<file path="src/rtl/seq_det_pkg.sv">
// Shared types and defaults for the programmable serial-pattern detector.
package seq_det_pkg;

  localparam int unsigned SEQ_MAX_LEN = 8;
  localparam int unsigned SEQ_CNT_W   = 8;
  localparam int unsigned SEQ_LEN_W   = $clog2(SEQ_MAX_LEN + 1);

  typedef enum logic [1:0] {
    ST_IDLE  = 2'd0,
    ST_ARMED = 2'd1,
    ST_DONE  = 2'd2
  } state_t;

  typedef struct packed {
    logic [SEQ_MAX_LEN-1:0] pattern;
    logic [SEQ_LEN_W-1:0]   len;
    logic                   overlap;
    logic [SEQ_CNT_W-1:0]   target;
  } seq_cfg_t;

  // A length is usable only inside 1..SEQ_MAX_LEN.
  function automatic logic len_valid(input logic [SEQ_LEN_W-1:0] len);
    return (len != '0) && (32'(len) <= SEQ_MAX_LEN);
  endfunction

endpackage

</file>
<file path="src/rtl/seq_window_match.sv">
// History shift register, fill counter and masked pattern compare.
// hit reflects the window as it will be after the current shift.
module seq_window_match
  import seq_det_pkg::*;
#(
  parameter int unsigned MAX_LEN = SEQ_MAX_LEN,
  parameter int unsigned LEN_W   = $clog2(MAX_LEN + 1)
) (
  input  logic               clk,
  input  logic               rst,
  input  logic               shift,
  input  logic               clear,
  input  logic               fill_clr,
  input  logic               din,
  input  logic [MAX_LEN-1:0] pattern,
  input  logic [LEN_W-1:0]   len,
  output logic               hit
);

  logic [MAX_LEN-1:0] r_hist;
  logic [LEN_W-1:0]   r_fill;
  logic [MAX_LEN-1:0] w_hist_nxt;
  logic [LEN_W-1:0]   w_fill_nxt;
  logic [MAX_LEN-1:0] w_mask;

  assign w_hist_nxt = {r_hist[MAX_LEN-2:0], din};
  assign w_fill_nxt = (32'(r_fill) >= MAX_LEN) ? LEN_W'(MAX_LEN) : r_fill + LEN_W'(1);

  // Only the low len bits take part in the compare.
  always_comb begin
    w_mask = '0;
    for (int i = 0; i < int'(MAX_LEN); i++) begin
      if (i < int'(len)) w_mask[i] = 1'b1;
    end
  end

  assign hit = shift && (len != '0) && (w_fill_nxt >= len) &&
               (((w_hist_nxt ^ pattern) & w_mask) == '0);

  always_ff @(posedge clk) begin
    if (rst || clear) begin
      r_hist <= '0;
      r_fill <= '0;
    end else if (shift) begin
      r_hist <= w_hist_nxt;
      r_fill <= fill_clr ? '0 : w_fill_nxt;
    end
  end

endmodule

</file>
<file path="src/rtl/seq_det_ctrl.sv">
// Sequencing controller: config shadow, IDLE/ARMED/DONE FSM, match counter
// and registered status outputs around the windowed matcher.
module seq_det_ctrl
  import seq_det_pkg::*;
#(
  parameter int unsigned MAX_LEN = SEQ_MAX_LEN,
  parameter int unsigned CNT_W   = SEQ_CNT_W,
  localparam int unsigned LEN_W  = $clog2(MAX_LEN + 1)
) (
  input  logic               clk,
  input  logic               rst,
  input  logic               cfg_valid,
  output logic               cfg_ready,
  input  logic [MAX_LEN-1:0] cfg_pattern,
  input  logic [LEN_W-1:0]   cfg_len,
  input  logic               cfg_overlap,
  input  logic [CNT_W-1:0]   cfg_target,
  input  logic               start,
  input  logic               stop,
  input  logic               in_valid,
  input  logic               in,
  output logic               match,
  output logic [CNT_W-1:0]   match_count,
  output logic               busy,
  output logic               done,
  output logic               cfg_err
);

  state_t           r_state, w_state_nxt;
  seq_cfg_t         r_cfg, w_cfg_nxt, w_cfg_in, w_cfg_eff;
  logic [CNT_W-1:0] r_count, w_count_nxt;
  logic             r_match, w_match_nxt;
  logic             r_err, w_err_nxt;
  logic             r_busy, r_done, r_cfg_ready;
  logic             w_cfg_acc, w_clear, w_shift, w_fill_clr, w_hit;

  assign w_cfg_acc  = cfg_valid && r_cfg_ready;
  assign w_shift    = (r_state == ST_ARMED) && in_valid;
  assign w_fill_clr = w_hit && !r_cfg.overlap;

  always_comb begin
    w_cfg_in.pattern = SEQ_MAX_LEN'(cfg_pattern);
    w_cfg_in.len     = SEQ_LEN_W'(cfg_len);
    w_cfg_in.overlap = cfg_overlap;
    w_cfg_in.target  = SEQ_CNT_W'(cfg_target);
  end

  // A start in the same cycle as an accepted config sees the new values.
  assign w_cfg_eff = w_cfg_acc ? w_cfg_in : r_cfg;

  seq_window_match #(
    .MAX_LEN (MAX_LEN),
    .LEN_W   (LEN_W)
  ) u_win (
    .clk      (clk),
    .rst      (rst),
    .shift    (w_shift),
    .clear    (w_clear),
    .fill_clr (w_fill_clr),
    .din      (in),
    .pattern  (MAX_LEN'(r_cfg.pattern)),
    .len      (LEN_W'(r_cfg.len)),
    .hit      (w_hit)
  );

  always_comb begin
    w_state_nxt = r_state;
    w_cfg_nxt   = r_cfg;
    w_count_nxt = r_count;
    w_match_nxt = 1'b0;
    w_err_nxt   = 1'b0;
    w_clear     = 1'b0;

    if (w_cfg_acc) w_cfg_nxt = w_cfg_in;

    case (r_state)
      ST_IDLE, ST_DONE: begin
        if (start) begin
          if (len_valid(w_cfg_eff.len)) begin
            w_state_nxt = ST_ARMED;
            w_clear     = 1'b1;
            w_count_nxt = '0;
          end else begin
            w_err_nxt = 1'b1;
          end
        end
      end
      ST_ARMED: begin
        if (w_hit) begin
          w_count_nxt = r_count + CNT_W'(1);
          w_match_nxt = 1'b1;
          if ((r_cfg.target != '0) && (w_count_nxt == CNT_W'(r_cfg.target)))
            w_state_nxt = ST_DONE;
        end
        // A stop still lets a same-cycle match be counted first.
        if (stop) w_state_nxt = ST_IDLE;
      end
      default: w_state_nxt = ST_IDLE;
    endcase
  end

  always_ff @(posedge clk) begin
    if (rst) begin
      r_state     <= ST_IDLE;
      r_cfg       <= '0;
      r_count     <= '0;
      r_match     <= 1'b0;
      r_err       <= 1'b0;
      r_busy      <= 1'b0;
      r_done      <= 1'b0;
      r_cfg_ready <= 1'b1;
    end else begin
      r_state     <= w_state_nxt;
      r_cfg       <= w_cfg_nxt;
      r_count     <= w_count_nxt;
      r_match     <= w_match_nxt;
      r_err       <= w_err_nxt;
      r_busy      <= (w_state_nxt == ST_ARMED);
      r_done      <= (w_state_nxt == ST_DONE);
      r_cfg_ready <= (w_state_nxt != ST_ARMED);
    end
  end

  assign cfg_ready   = r_cfg_ready;
  assign match       = r_match;
  assign match_count = r_count;
  assign busy        = r_busy;
  assign done        = r_done;
  assign cfg_err     = r_err;

endmodule
</file>
<file path="config.mk">
export PLATFORM = sky130hd
export DESIGN_NAME = seq_det_ctrl
export DESIGN_NICKNAME = d
export VERILOG_FILES = /design/src/rtl/seq_det_pkg.sv /design/src/rtl/seq_window_match.sv /design/src/rtl/seq_det_ctrl.sv
export SDC_FILE = /design/constraint.sdc
export NUM_CORES = 1
export LEC_CHECK = 0
export CAP_MARGIN = 20
export CELL_PAD_IN_SITES_DETAIL_PLACEMENT = 0
export CELL_PAD_IN_SITES_GLOBAL_PLACEMENT = 1
export CORE_MARGIN = 1.5
export CORE_UTILIZATION = 30
export DETAILED_ROUTE_END_ITERATION = 7
export DONT_BUFFER_PORTS = 1
export HOLD_SLACK_MARGIN = 0.03
export PLACE_DENSITY = 0.63
export SYNTH_ARGS = -nofsm -noshare
export SYNTH_HDL_FRONTEND = slang
export SYNTH_SLANG_ARGS = --single-unit
</file>
<file path="constraint.sdc">
create_clock -name clk -period 2.6 [get_ports clk]
set_input_delay 0.26 -clock clk [delete_from_list [all_inputs] [get_ports clk]]
set_output_delay 0.26 -clock clk [all_outputs]
set_load 0.05 [all_outputs]
</file>
==> results.py <==
metrics = {
    "timing": {
        "skew_ns": 0.005884,
        "holdWs_ns": 0.05184,
        "fin_crit_sh_pct": 92.52,
        "slew_headroom_pct": 44.02,
        "maxSlewViolCount": 0,
        "rsz0062_at_grt": "false",
        "final.min_clock_period_ns": 2.406,
        "finalSetupViolations": 0,
        "fmax_mhz": 415.7,
        "worstMarginPinSlew_ns": 0.8377,
        "setup_slack_ns": 0.1945,
        "tns_ns": 0,
        "hold_viol": 0,
    },
    "logic_synthesis": {
        "synth_compound_gate_area_share_pct": 19.84,
        "synthArstFlopShare_pct": 0,
        "synthSimpleGateAreaFrac_pct": 26.24,
        "avgSynthCellArea_um2": 8.056,
        "netlist_area_um2": 2441,
        "synthAdderAreaFrac_pct": 3.588,
        "yosysSeqAreaShare_pct": 38.54,
        "ys.flop_type": "dfxtp_1",
        "synth_cell_types": 53,
        "muxShareOfSynthArea_pct": 0,
        "synth_top_family_by_area": "simple AND/OR/NAND/NOR gates",
        "yosysWarnings": 0,
        "synth_edf_count": 0,
        "ys_seq_elements": 47,
        "syn-num-nets": 338,
        "synth_xor_area_share_pct": 6.458,
        "postSynthCellCount": 303,
    },
    "layout": {
        "multi_input_area_um2": 1373,
        "final_cell_mix": "nand2_1, dfxtp_1, a21oi_1",
        "syn_to_final_growth_pct": 10.51,
        "num_antenna_cells": 0,
        "mostFrequentLayoutCell": "nand2_1",
        "final_area_um2": 2698,
        "layout-drive-gt1-share_pct": 11.51,
        "final-seq-area_um2": 940.9,
        "stdcell_count": 406,
        "fillerInstances": 867,
        "fin_nets": 338,
    },
    "grt": {
        "antenna_found_initial": 0,
        "grt_use_total_pct": 15.27,
        "grt_pass1_wl_mm": 10.25,
        "grt_max_degree": 30,
        "grt.overflow.total": 0,
        "grt_pass1_vias": 2004,
    },
    "critical_path": {
        "critPathLaunchType": "flop",
        "cp_cell_sequence": "inv_1 > ha_1 > nor2b_1 > ha_1 > o21ai_0 > a21oi_1 > o221ai_2 > or3b_2 > a31oi_1",
        "path_max_fanout": 13,
        "worstPathArrival_ns": 2.64,
        "reg2reg_depth": 9,
        "crit_top_cell": "ha_1",
        "critPathCaptureType": "flop",
        "critPathLaunch": "u_win.r_fill[0]",
        "required_ns": 2.83,
        "cp_slowest_cell": "or3b_2",
        "cpPeakStageDelay_ns": 0.52,
        "r2r-start": "u_win.r_fill[0]",
        "critPathKind": "reg -> reg",
    },
    "worst_hold_path": {
        "min_path_type": "in -> reg",
        "worstHoldStart": "rst",
        "holdPathStages": 1,
    },
    "clock_tree": {
        "clk_latency_ns": 0.30,
        "numCtsBuffers": 5,
        "clkTransAtPathRegs_ns": 0.09,
        "cts_root_buf": "clkbuf_8",
        "cts_tree": "done",
        "ctsLongestPathBuffers": 2,
        "cts-htree-levels": 2,
        "cts.sinks": 47,
    },
    "floorplanning": {
        "die_x_um": 93.21,
        "initial_utilization_pct": 31.27,
        "num_rows": 32,
        "die_area_um2": 8687,
        "fp.coreArea_um2": 7807,
        "die_h_um": 93.21,
        "io_pins": 41,
    },
    "detailed_routing": {
        "drt_iter0_drc": 53,
        "wl_per_cell_um": 15.42,
        "drt-total-wl_mm": 6.261,
        "detail-route-antenna-nets": 0,
        "num_vias": 2077,
        "first_pass_iters": 4,
        "vias_per_cell": 5.116,
        "drc": 0,
    },
    "outcome": {
        "status": "complete, no violations",
    },
    "place": {
        "globalplace.congestion": 0.7829,
        "portBuffers": 0,
        "dp_cells": 396,
        "dp.final_hpwl_mm": 4.524,
        "dp_slack_ns": 0.2062,
        "dpl_cell_area_um2": 2562,
    },
    "run": {
        "maxCapViolCount": 0,
    },
    "pwr": {
        "max-vdd-ir-drop_v": 0.0002174,
        "leakagePower_uw": 0.0009052,
        "p_per_area_nw_per_um2": 540.8,
    },
}
[repair_timing]
item | CTS | global route
endpoints found under the setup margin | 0 | 1
hold endpoints to repair | 29 | 0
gates resized for setup | 0 | 1
setup buffers | 0 | 0
hold buffers | 1 | 0
[synthesized netlist by cell type (5+ instances only)]
| master | n | share of area, % |
|---|---|---|
| o21ai_0 | 7 | 1.4 |
| nor3_1 | 5 | 1.0 |
| or2_2 | 5 | 1.3 |
| nor2_1 | 8 | 1.2 |
| nand3_1 | 12 | 2.5 |
| dfxtp_1 | 47 | 39 |
| buf_2 | 5 | 1.0 |
| clkbuf_1 | 14 | 2.2 |
| xnor2_1 | 15 | 5.4 |
| nand2_1 | 64 | 9.8 |
| a21oi_1 | 33 | 6.8 |
| ha_1 | 7 | 3.6 |
| inv_1 | 9 | 1.4 |
| nand2b_1 | 5 | 1.3 |
[logic make-up after synthesis]
logic type | count (synthesis)
simple gates | 129
flops | 47
xor+xnor | 18
compound gates | 72
fa+ha+maj | 7
buf+inv | 30
[worst max-delay path, delay by kind of cell (launching register included)]
family,cells,cell delay (ns)
flip-flops,1,0.38
buffers and inverters,1,0.08
AO/OA/AOI/OAI,4,0.67
AND/OR/NAND/NOR,2,0.66
adder cells (fa/ha/maj),2,0.55
[per-stage QoR]
stage	power (uW)	utilization [%]
5_1_grt	1538	34.55
6_report	1459	34.55
3_3_place_gp	996.7	32.82
2_1_floorplan	954.8	-
3_5_place_dp	997.6	32.82
4_1_cts	1478	34.17
[cell type report]
class	instances	share of cell area (%)
Inverter	9	1.252
Multi-Input combinational cell	226	50.88
Sequential cell	47	34.88
Tap cell	102	4.731
Timing Repair Buffer	14	4.731
Clock inverter	1	0.3247
Clock buffer	7	3.200
[flip-flops by register name, indices dropped and copies added, names as in the netlist]
| signal | count |
|---|---|
| match | 1 |
| busy | 1 |
| r_state | 2 |
| cfg_err | 1 |
| u_win.r_fill | 4 |
| done | 1 |
| match_count | 8 |
| r_cfg | 21 |
| u_win.r_hist | 7 |
| cfg_ready | 1 |
[metal layers]
metal / track usage (%) / wire length (um)
met5: 0 / 0
met4: 4.924 / 73
met3: 3.740 / 257
met2: 24.64 / 2852
met1: 19.95 / 3079
[worst paths after layout]
kind	slack, ns	to
max reg2reg	0.19	match_count[2]
min reg2reg	0.47	r_cfg[13]
min	0.05	cfg_ready
max	0.19	match_count[2]
[power breakdown]
group / leakage (uW) / total, uW / internal [uW] / switching [uW]
combinational: 0.000474 / 203 / 78.2 / 125
sequential: 0.000383 / 790 / 749 / 41.4
clock: 0.0000484 / 466 / 218 / 247
(Power assumes the default switching activity.)
